**src/rtl/pc_seq_pkg.sv**
```systemverilog
// Shared types and helpers for the program-counter sequencer.
// Holds the FSM state encoding, the default widths (D, L, CW) and the
// saturating-increment helper used by the statistics counters.
package pc_seq_pkg;

  typedef enum logic [1:0] {
    IDLE   = 2'd0,
    RUN    = 2'd1,
    HALTED = 2'd2
  } seq_state_t;

  localparam int DEF_D  = 6;
  localparam int DEF_L  = 3;
  localparam int DEF_CW = 16;

  // Increment that sticks at max instead of wrapping. Callers pass values
  // zero-extended to 32 bits and truncate the result back to their width.
  function automatic logic [31:0] sat_inc(input logic [31:0] v, input logic [31:0] max);
    return (v == max) ? v : v + 32'd1;
  endfunction

endpackage

```
**src/rtl/pc_sequencer_if.sv**
```systemverilog
// Handshake/bus bundle between the PC sequencer and its surroundings.
// slave : the sequencer (consumes decode/PC inputs, drives PC control + stats).
// master: the core side (drives decode/PC inputs, observes PC control + stats).
interface pc_sequencer_if
  import pc_seq_pkg::*;
#(
  parameter int D  = DEF_D,
  parameter int L  = DEF_L,
  parameter int CW = DEF_CW
);
  logic          start;
  logic [D-1:0]  prog_ctr;
  logic          stall;
  logic          halt_req;
  logic          branch_req;
  logic          branch_cond;
  logic [L-1:0]  lut_idx;
  logic          lut_wr_en;
  logic [L-1:0]  lut_wr_idx;
  logic [D-1:0]  lut_wr_data;
  logic          jump_en;
  logic [D-1:0]  target;
  logic          running;
  logic          done;
  logic [CW-1:0] cycle_cnt;
  logic [CW-1:0] taken_cnt;

  modport master (
    output start, prog_ctr, stall, halt_req, branch_req, branch_cond, lut_idx,
           lut_wr_en, lut_wr_idx, lut_wr_data,
    input  jump_en, target, running, done, cycle_cnt, taken_cnt
  );

  modport slave (
    input  start, prog_ctr, stall, halt_req, branch_req, branch_cond, lut_idx,
           lut_wr_en, lut_wr_idx, lut_wr_data,
    output jump_en, target, running, done, cycle_cnt, taken_cnt
  );
endinterface

```
**src/rtl/branch_lut.sv**
```systemverilog
// Branch-target register file: 2^L entries of D bits, cleared by reset.
// Latency: write lands at the clock edge; read is combinational, so a read
// of the entry being written this cycle still returns the old contents.
// Ports: clk, reset (async active-low), wr_en_i/wr_idx_i/wr_data_i, rd_idx_i -> rd_data_o.
module branch_lut #(
  parameter int D = 6,
  parameter int L = 3
) (
  input  logic         clk,
  input  logic         reset,
  input  logic         wr_en_i,
  input  logic [L-1:0] wr_idx_i,
  input  logic [D-1:0] wr_data_i,
  input  logic [L-1:0] rd_idx_i,
  output logic [D-1:0] rd_data_o
);

  localparam int N = 1 << L;

  logic [D-1:0] mem_q [N];

  always_ff @(posedge clk or negedge reset) begin
    if (!reset) begin
      for (int i = 0; i < N; i++) mem_q[i] <= '0;
    end else if (wr_en_i) begin
      mem_q[wr_idx_i] <= wr_data_i;
    end
  end

  assign rd_data_o = mem_q[rd_idx_i];

endmodule

```
**src/rtl/pc_sequencer.sv**
```systemverilog
// Program-counter sequencer: chooses increment / LUT redirect / hold for the
// PC each cycle, runs the IDLE->RUN->HALTED lifecycle and keeps saturating
// run statistics. Latency: jump_en/target/running/done are combinational
// (Mealy); the PC applies them at the next edge, giving zero-bubble branches.
// Ports: clk, reset (async active-low), bus (pc_sequencer_if.slave).
module pc_sequencer
  import pc_seq_pkg::*;
#(
  parameter int D  = DEF_D,
  parameter int L  = DEF_L,
  parameter int CW = DEF_CW
) (
  input  logic           clk,
  input  logic           reset,
  pc_sequencer_if.slave  bus
);

  localparam logic [31:0] CNT_MAX = 32'({CW{1'b1}});

  seq_state_t    state_q;
  logic [CW-1:0] cycle_q;
  logic [CW-1:0] taken_q;
  logic [CW-1:0] cycle_d;
  logic [CW-1:0] taken_d;
  logic [D-1:0]  lut_rd_data;
  logic          branch_taken;
  logic          jump_en_d;
  logic [D-1:0]  target_d;

  branch_lut #(.D(D), .L(L)) u_lut (
    .clk       (clk),
    .reset     (reset),
    .wr_en_i   (bus.lut_wr_en),
    .wr_idx_i  (bus.lut_wr_idx),
    .wr_data_i (bus.lut_wr_data),
    .rd_idx_i  (bus.lut_idx),
    .rd_data_o (lut_rd_data)
  );

  assign branch_taken = bus.branch_req && bus.branch_cond;
  assign cycle_d      = CW'(sat_inc(32'(cycle_q), CNT_MAX));
  assign taken_d      = CW'(sat_inc(32'(taken_q), CNT_MAX));

  // Next-PC mux. A hold is expressed as a jump to the live prog_ctr, so the
  // PC never needs a separate enable.
  always_comb begin
    jump_en_d = 1'b1;
    target_d  = '0;
    unique case (state_q)
      IDLE: begin
        jump_en_d = 1'b1;
        target_d  = '0;
      end
      RUN: begin
        if (bus.stall || bus.halt_req) begin
          jump_en_d = 1'b1;
          target_d  = bus.prog_ctr;
        end else if (branch_taken) begin
          jump_en_d = 1'b1;
          target_d  = lut_rd_data;
        end else begin
          jump_en_d = 1'b0;
          target_d  = bus.prog_ctr;
        end
      end
      HALTED: begin
        jump_en_d = 1'b1;
        target_d  = bus.prog_ctr;
      end
      default: begin
        jump_en_d = 1'b1;
        target_d  = '0;
      end
    endcase
  end

  always_ff @(posedge clk or negedge reset) begin
    if (!reset) begin
      state_q <= IDLE;
      cycle_q <= '0;
      taken_q <= '0;
    end else begin
      unique case (state_q)
        IDLE: begin
          if (bus.start) begin
            state_q <= RUN;
            cycle_q <= '0;
            taken_q <= '0;
          end
        end
        RUN: begin
          // A stalled cycle does nothing at all: no count, no halt, no branch.
          if (!bus.stall) begin
            cycle_q <= cycle_d;
            if (bus.halt_req) begin
              state_q <= HALTED;
            end else if (branch_taken) begin
              taken_q <= taken_d;
            end
          end
        end
        HALTED: begin
          if (bus.start) state_q <= IDLE;
        end
        default: state_q <= IDLE;
      endcase
    end
  end

  assign bus.jump_en   = jump_en_d;
  assign bus.target    = target_d;
  assign bus.running   = (state_q == RUN);
  assign bus.done      = (state_q == HALTED);
  assign bus.cycle_cnt = cycle_q;
  assign bus.taken_cnt = taken_q;

endmodule

```
**src/flat_wrapper.sv**
```systemverilog
// flat-port wrapper written by rule: the top's interface ports become plain ports
module pc_sequencer_flat import pc_seq_pkg::*;
#(
  parameter int D  = DEF_D,
  parameter int L  = DEF_L,
  parameter int CW = DEF_CW
)
  (clk, reset, bus_start, bus_prog_ctr, bus_stall, bus_halt_req, bus_branch_req, bus_branch_cond, bus_lut_idx, bus_lut_wr_en, bus_lut_wr_idx, bus_lut_wr_data, bus_jump_en, bus_target, bus_running, bus_done, bus_cycle_cnt, bus_taken_cnt);
  pc_sequencer_if #(.D(D), .L(L), .CW(CW)) bus_i ();
  input  logic clk;
  input  logic reset;
  input wire logic [$bits(bus_i.start)-1:0] bus_start;
  input wire logic [$bits(bus_i.prog_ctr)-1:0] bus_prog_ctr;
  input wire logic [$bits(bus_i.stall)-1:0] bus_stall;
  input wire logic [$bits(bus_i.halt_req)-1:0] bus_halt_req;
  input wire logic [$bits(bus_i.branch_req)-1:0] bus_branch_req;
  input wire logic [$bits(bus_i.branch_cond)-1:0] bus_branch_cond;
  input wire logic [$bits(bus_i.lut_idx)-1:0] bus_lut_idx;
  input wire logic [$bits(bus_i.lut_wr_en)-1:0] bus_lut_wr_en;
  input wire logic [$bits(bus_i.lut_wr_idx)-1:0] bus_lut_wr_idx;
  input wire logic [$bits(bus_i.lut_wr_data)-1:0] bus_lut_wr_data;
  output wire logic [$bits(bus_i.jump_en)-1:0] bus_jump_en;
  output wire logic [$bits(bus_i.target)-1:0] bus_target;
  output wire logic [$bits(bus_i.running)-1:0] bus_running;
  output wire logic [$bits(bus_i.done)-1:0] bus_done;
  output wire logic [$bits(bus_i.cycle_cnt)-1:0] bus_cycle_cnt;
  output wire logic [$bits(bus_i.taken_cnt)-1:0] bus_taken_cnt;
  assign bus_i.start = bus_start;
  assign bus_i.prog_ctr = bus_prog_ctr;
  assign bus_i.stall = bus_stall;
  assign bus_i.halt_req = bus_halt_req;
  assign bus_i.branch_req = bus_branch_req;
  assign bus_i.branch_cond = bus_branch_cond;
  assign bus_i.lut_idx = bus_lut_idx;
  assign bus_i.lut_wr_en = bus_lut_wr_en;
  assign bus_i.lut_wr_idx = bus_lut_wr_idx;
  assign bus_i.lut_wr_data = bus_lut_wr_data;
  assign bus_jump_en = bus_i.jump_en;
  assign bus_target = bus_i.target;
  assign bus_running = bus_i.running;
  assign bus_done = bus_i.done;
  assign bus_cycle_cnt = bus_i.cycle_cnt;
  assign bus_taken_cnt = bus_i.taken_cnt;
  pc_sequencer #(.D(D), .L(L), .CW(CW)) u_core (.clk(clk), .reset(reset), .bus(bus_i));
endmodule
```
**config.mk**
```make
export PLATFORM = sky130hd
export DESIGN_NAME = pc_sequencer_flat
export DESIGN_NICKNAME = d
export VERILOG_FILES = /design/src/rtl/pc_seq_pkg.sv /design/src/rtl/pc_sequencer_if.sv /design/src/rtl/branch_lut.sv /design/src/rtl/pc_sequencer.sv /design/src/flat_wrapper.sv
export SDC_FILE = /design/constraint.sdc
export NUM_CORES = 1
export LEC_CHECK = 0
export CAP_MARGIN = 10
export CORE_MARGIN = 4
export CORE_UTILIZATION = 34
export CTS_BUF_LIST = sky130_fd_sc_hd__clkbuf_16
export DETAILED_ROUTE_END_ITERATION = 8
export SLEW_MARGIN = 20
export SYNTH_ARGS = -nofsm -noshare
export SYNTH_HDL_FRONTEND = slang
export SYNTH_SLANG_ARGS = --single-unit
```
**constraint.sdc**
```tcl
create_clock -name clk -period 3.2 [get_ports clk]
set_input_delay 0.64 -clock clk [delete_from_list [all_inputs] [get_ports clk]]
set_output_delay 0.64 -clock clk [all_outputs]
set_load 0.01 [all_outputs]
```
# Word level (Yosys, flattened, before mapping)
# Cells that the tools add are included.
# word_totals
output_inout_bits,41
wordCells,64
register_bits,82
# op_classes
n_eq_ne,12
mux,26
magnitude_cmp,3
addsub,2
reduce_logical,8
bitwise,2
# ops
op,n
$mux 16,7
$pmux 16 s2,2
$bwmux 48,1
$add 16x1->16 const B,2
$eq 16x16->1 const B,2
$mux 6,5
$bmux 6 s3,1
$demux 6 s3,1
$ne 2x2->1 const B,7
$pmux 6 s2,1
$ge 4x4->1 const B,2
$mux 2,4
$not 3->4,2
$reduce_and 4->1,2
$pmux 2 s3,1
$reduce_and 6->1,1
$lt 4x1->1 const B,1
$mux 1,3
$eq 2x1->1 const B,1
$eq 2x2->1 const B,1
$logic_and 1x1->1,2
$logic_not 2->1,1
$ne 2x1->1 const B,1
$reduce_bool 2->1,1
$logic_or 1x1->1,1

# Depth between registers and ports, before layout
# depth
word_depth,7
depth_mapped,10
depth_no_buf,7

# Modules after synthesis
# Synthesis repeated with hierarchy kept, for this count alone.
# unflattened
hier_cells,391
hier_area_um2,4443.0
# by_module_without_submodules
module,area_per_inst_um2,seq_area_each_um2,cells_per_inst,n_inst
branch_lut,2264.7,1201.2,132,1
pc_sequencer,2178.3,850.8,259,1

# Worst setup path after synthesis
# Ideal clock, no wire load.
# synth_path
path_type,input-to-output
start,input bus_lut_idx[0]
end,output bus_target[1]
arrival_time_ps,1671
path_buffers,1
setup_slack_ps,889
path_stages,4
t_required_ps,2560
cell_sequence,buf_2 > mux4_2 > mux2i_1 > o2bb2ai_1
# synth_via
elab_chain_cells,7
# synth_lines
element,line_no,text
"start, declared",flat_wrapper.sv:18,input wire logic [$bits(bus_i.lut_idx)-1:0] bus_lut_idx;
$not 3->4 (not written as such),branch_lut.sv:30,assign rd_data_o = mem_q[rd_idx_i];
$bmux 6 s3,branch_lut.sv:30,
$mux 6 (not written as such) (2 in series),branch_lut.sv:30,
$mux 6,pc_sequencer.sv:58,end else if (branch_taken) begin
$mux 6,pc_sequencer.sv:55,if (bus.stall || bus.halt_req) begin
$pmux 6 s2,pc_sequencer.sv:49,unique case (state_q)
"end, declared",flat_wrapper.sv:23,output wire logic [$bits(bus_i.target)-1:0] bus_target;
# Every way passes these cells. The select of a mux whose other input is x is not followed.

# Worst setup path in the final report
# layout_path
start,input bus_halt_req
end,output bus_target[2]
# layout_via
elab_chain_cells,3
# layout_lines
element,line_no,text
"start, declared",flat_wrapper.sv:15,input wire logic [$bits(bus_i.halt_req)-1:0] bus_halt_req;
$logic_or 1x1->1,pc_sequencer.sv:55,
$mux 6,pc_sequencer.sv:55,
$pmux 6 s2,pc_sequencer.sv:49,
# Every way passes these cells.

==> impl_metrics.tcl <==
set metrics [dict create \
    status "completed" \
    rows 40 \
    syn_to_final_growth_pct 30.37 \
    synthAdderAreaFrac 0.01767 \
    skew_ns 0.007254 \
    grt-ovfl-total 0 \
    fin_nets 470 \
    grt_usage 0.1416 \
    wl_per_cell_um 16.23 \
    leakagePower_nw 2.246 \
    clockRootBuffer "clkbuf_16" \
    dp_hpwl_um 6854 \
    hold_buffers 0 \
    worst_slew_pin_slew_ns 0.7577 \
    crit_slowest_cell "clkdlybuf4s50_1" \
    setup_viol 0 \
    critPathRequiredTime_ns 2.56 \
    crit_path_max_incr_delay_ns 0.57 \
    antenna_left 0 \
    layout-drive-gt1-share 0.2190 \
    yosys-mux-area-fraction 0.2121 \
    fin_util 0.4572 \
    power_density_nw_per_um2 653.5 \
    max_freq_mhz 322.1 \
    crit_arrival_ns 2.46 \
    switching_power_mw 1.108 \
    num_io_pins 67 \
    seq_area_um2 2052 \
    vias 3196 \
    synth_cell_type_count 50 \
    crit_chain "clkdlybuf4s50_1 -> nor2_1 -> a31oi_1 -> o21a_1 -> buf_12 -> o2bb2ai_1 -> clkdlybuf4s50_1" \
    design_area_um2 5538 \
    layout_common_cells "dfrtp_1, clkdlybuf4s50_1, mux2_2" \
    routabilityCongestion 0.7914 \
    placed_area_um2 5169 \
    hold_viol_final 0 \
    synth_edf_count 0 \
    first_pass_iters 4 \
    synth-seq-cells 82 \
    cts_buffers 9 \
    critPathKind "in -> out" \
    dr.first_iter.drc_count 231 \
    vdd_ir_drop_max_v 0.0002876 \
    min_period_ns 3.104 \
    synth-compound-area-share 0.08807 \
    multiInputGateArea_um2 2102 \
    yosys.area_share.simple 0.1667 \
    switching_share 0.3062 \
    pre_cts_ws_ns -0.04038 \
    die_area_um2 14350 \
    cap_violations 0 \
    clockPowerShare 0.322 \
    grt_pass1_vias 3109 \
    fin_ws_ns 0.09576 \
    pwr-share-comb 0.301 \
    synth-xor-area-share 0.01031 \
    postSynthCellCount 365 \
    routed_via_density 5.231 \
    clk_pin_slew_ns 0.06 \
    syn_nets 397 \
    fp.coreArea_um2 12110 \
    grt_first_pass_wirelength_um 16090 \
    cp_common_cell "clkdlybuf4s50_1" \
    finalCritPeriodShare 0.9701 \
    layout_commonest_cell "dfrtp_1" \
    totalWireLength_um 9914 \
    netlist_area_um2 4248 \
    fp.dieW_um 119.8 \
    synth_top_family_by_area "multiplexers" \
    htree_levels 3 \
    synthArstFlopShare 1.000 \
    pwr-share-seq 0.377 \
    num_antenna_cells 0 \
    clock-sinks 82 \
    synth_area_per_cell_um2 11.64 \
    cts_max_path_buffers 2 \
    die_y_um 119.8 \
    crit_fanout 6 \
    critPathLaunchType "input pin" \
    cts_tree "yes" \
    synthesis.yosys.warnings 0 \
    clk_latency_ns 0.34 \
    numPortBuffers 66 \
    maxSlewViolCount 0 \
    internal_power_mw 2.511 \
    grt_antenna_before_repair 0 \
    synthFlopType "dfrtp_1" \
    grt_start_max_net_pins 83 \
    max-slew-margin-rel 0.4949 \
    hold_path_class "in -> async" \
    rsz0062_at_grt "no" \
    fill_cells 1120 \
    cp-end-kind "output pin" \
    synth.yosys.seq_area_share 0.4831 \
    initial_core_util 0.3507 \
    post-route-drc-count 0 \
]
==> cells by family after synthesis <==
group | after synthesis
flops | 82
buf+inv | 23
simple gates | 125
xor+xnor | 5
compound gates | 55
mux | 69
fa+ha+maj | 6
==> through the flow <==
stage / power (mW) / cells / setup TNS [ns] / hold WS (ns)
after global routing: 3.829 / 611 / 0 / 0.4068
after CTS: 3.665 / 611 / 0 / 0.5034
after global placement: 2.453 / 594 / -0.07817 / 0.4829
after detailed placement: 2.479 / 594 / -0.08031 / 0.4897
final: 3.619 / 611 / 0 / 0.3550
after floorplan: 2.030 / 365 / 0 / 0.3444
==> layer usage <==
metal  up-vias  GRT usage  routed length [um]
met5         -          0                   0
met4         0    0.05440                 164
met2        73     0.2320                4816
li1       1518          -                   -
met3        11    0.03063                 518
met1      1594     0.1839                4415
==> registers in the layout, summed over array words and instances (netlist names) <==
register,flops
u_core.bus.cycle_cnt,16
u_core.bus.taken_cnt,16
u_core.state_q,2
u_core.u_lut.mem_q,48
==> cells in the mapped netlist, types with 2 or more instances <==
| master | instances | area share |
|---|---|---|
| and4_1 | 3 | 0.0062 |
| xnor2_1 | 4 | 0.0082 |
| nand4b_1 | 3 | 0.0062 |
| nor4_1 | 6 | 0.0088 |
| inv_1 | 6 | 0.0053 |
| nor2_1 | 14 | 0.012 |
| nand2b_1 | 6 | 0.0088 |
| mux2_2 | 48 | 0.13 |
| nor3_1 | 5 | 0.0059 |
| ha_1 | 6 | 0.018 |
| dfrtp_1 | 82 | 0.48 |
| or4_1 | 7 | 0.012 |
| a31oi_1 | 3 | 0.0044 |
| o2bb2ai_1 | 6 | 0.012 |
| o211ai_1 | 6 | 0.011 |
| nand2_1 | 36 | 0.032 |
| mux2i_1 | 9 | 0.021 |
| o21a_1 | 2 | 0.0035 |
| and2_1 | 2 | 0.0029 |
| or3_1 | 6 | 0.0088 |
| nand4_1 | 6 | 0.0088 |
| buf_2 | 6 | 0.0071 |
| nor3b_2 | 2 | 0.0059 |
| mux4_2 | 12 | 0.064 |
| and3_1 | 4 | 0.0059 |
| o21ai_1 | 3 | 0.0035 |
| clkbuf_1 | 8 | 0.0071 |
| nand3b_1 | 2 | 0.0035 |
| o21ai_0 | 12 | 0.014 |
| a21oi_1 | 11 | 0.013 |
| o31ai_1 | 3 | 0.0053 |
| nand3_1 | 17 | 0.020 |
| buf_1 | 2 | 0.0018 |
==> cell type report <==
| type | instances | share of cell area |
|---|---|---|
| multi-input combinational | 260 | 0.3796 |
| sequential | 82 | 0.3705 |
| timing repair buffer | 78 | 0.1469 |
| clock buffer | 9 | 0.04067 |
| tap | 168 | 0.03796 |
| clock inverter | 7 | 0.01966 |
| inverter | 7 | 0.004745 |
==> power by group through the flow <==
stage          clock network [mW]  registers (mW)  logic, mW
6_report                     1.16            1.36       1.09
5_1_grt                      1.24            1.39       1.20
4_1_cts                      1.19            1.37       1.11
3_5_place_dp                    0            1.38       1.10
3_3_place_gp                    0            1.37       1.08
2_1_floorplan                   0            1.36      0.669
==> critical path, delay by kind of cell <==
family | cells | cell delay (ns)
AOI/OAI and AO/OA | 3 | 0.50
and+or+nand+nor | 1 | 0.10
buffers and inverters | 3 | 1.23
==> repair_timing <==
item,in CTS,in global routing
setup endpoints to repair,4,0
setup buffers,0,0
resized for setup,1,0
==> path summary, 6_finish.rpt <==
kind                            slack, ns                       end                   start  cells after the start
worst max-delay path                  0.1             bus_target[2]            bus_halt_req                      7
max in group asynchronous            2.33    u_core.u_lut.mem_q[19]                   reset                      1
worst min register to register       0.50    u_core.u_lut.mem_q[11]  u_core.u_lut.mem_q[11]                      1
worst min-delay path                 0.36   u_core.bus.taken_cnt[7]                   reset                      1
worst max register to register       0.80  u_core.bus.cycle_cnt[15]       u_core.state_q[1]                      8
min in group clk                     0.50    u_core.u_lut.mem_q[11]  u_core.u_lut.mem_q[11]                      1
No activity file was read; power rests on OpenSTA's default activity.
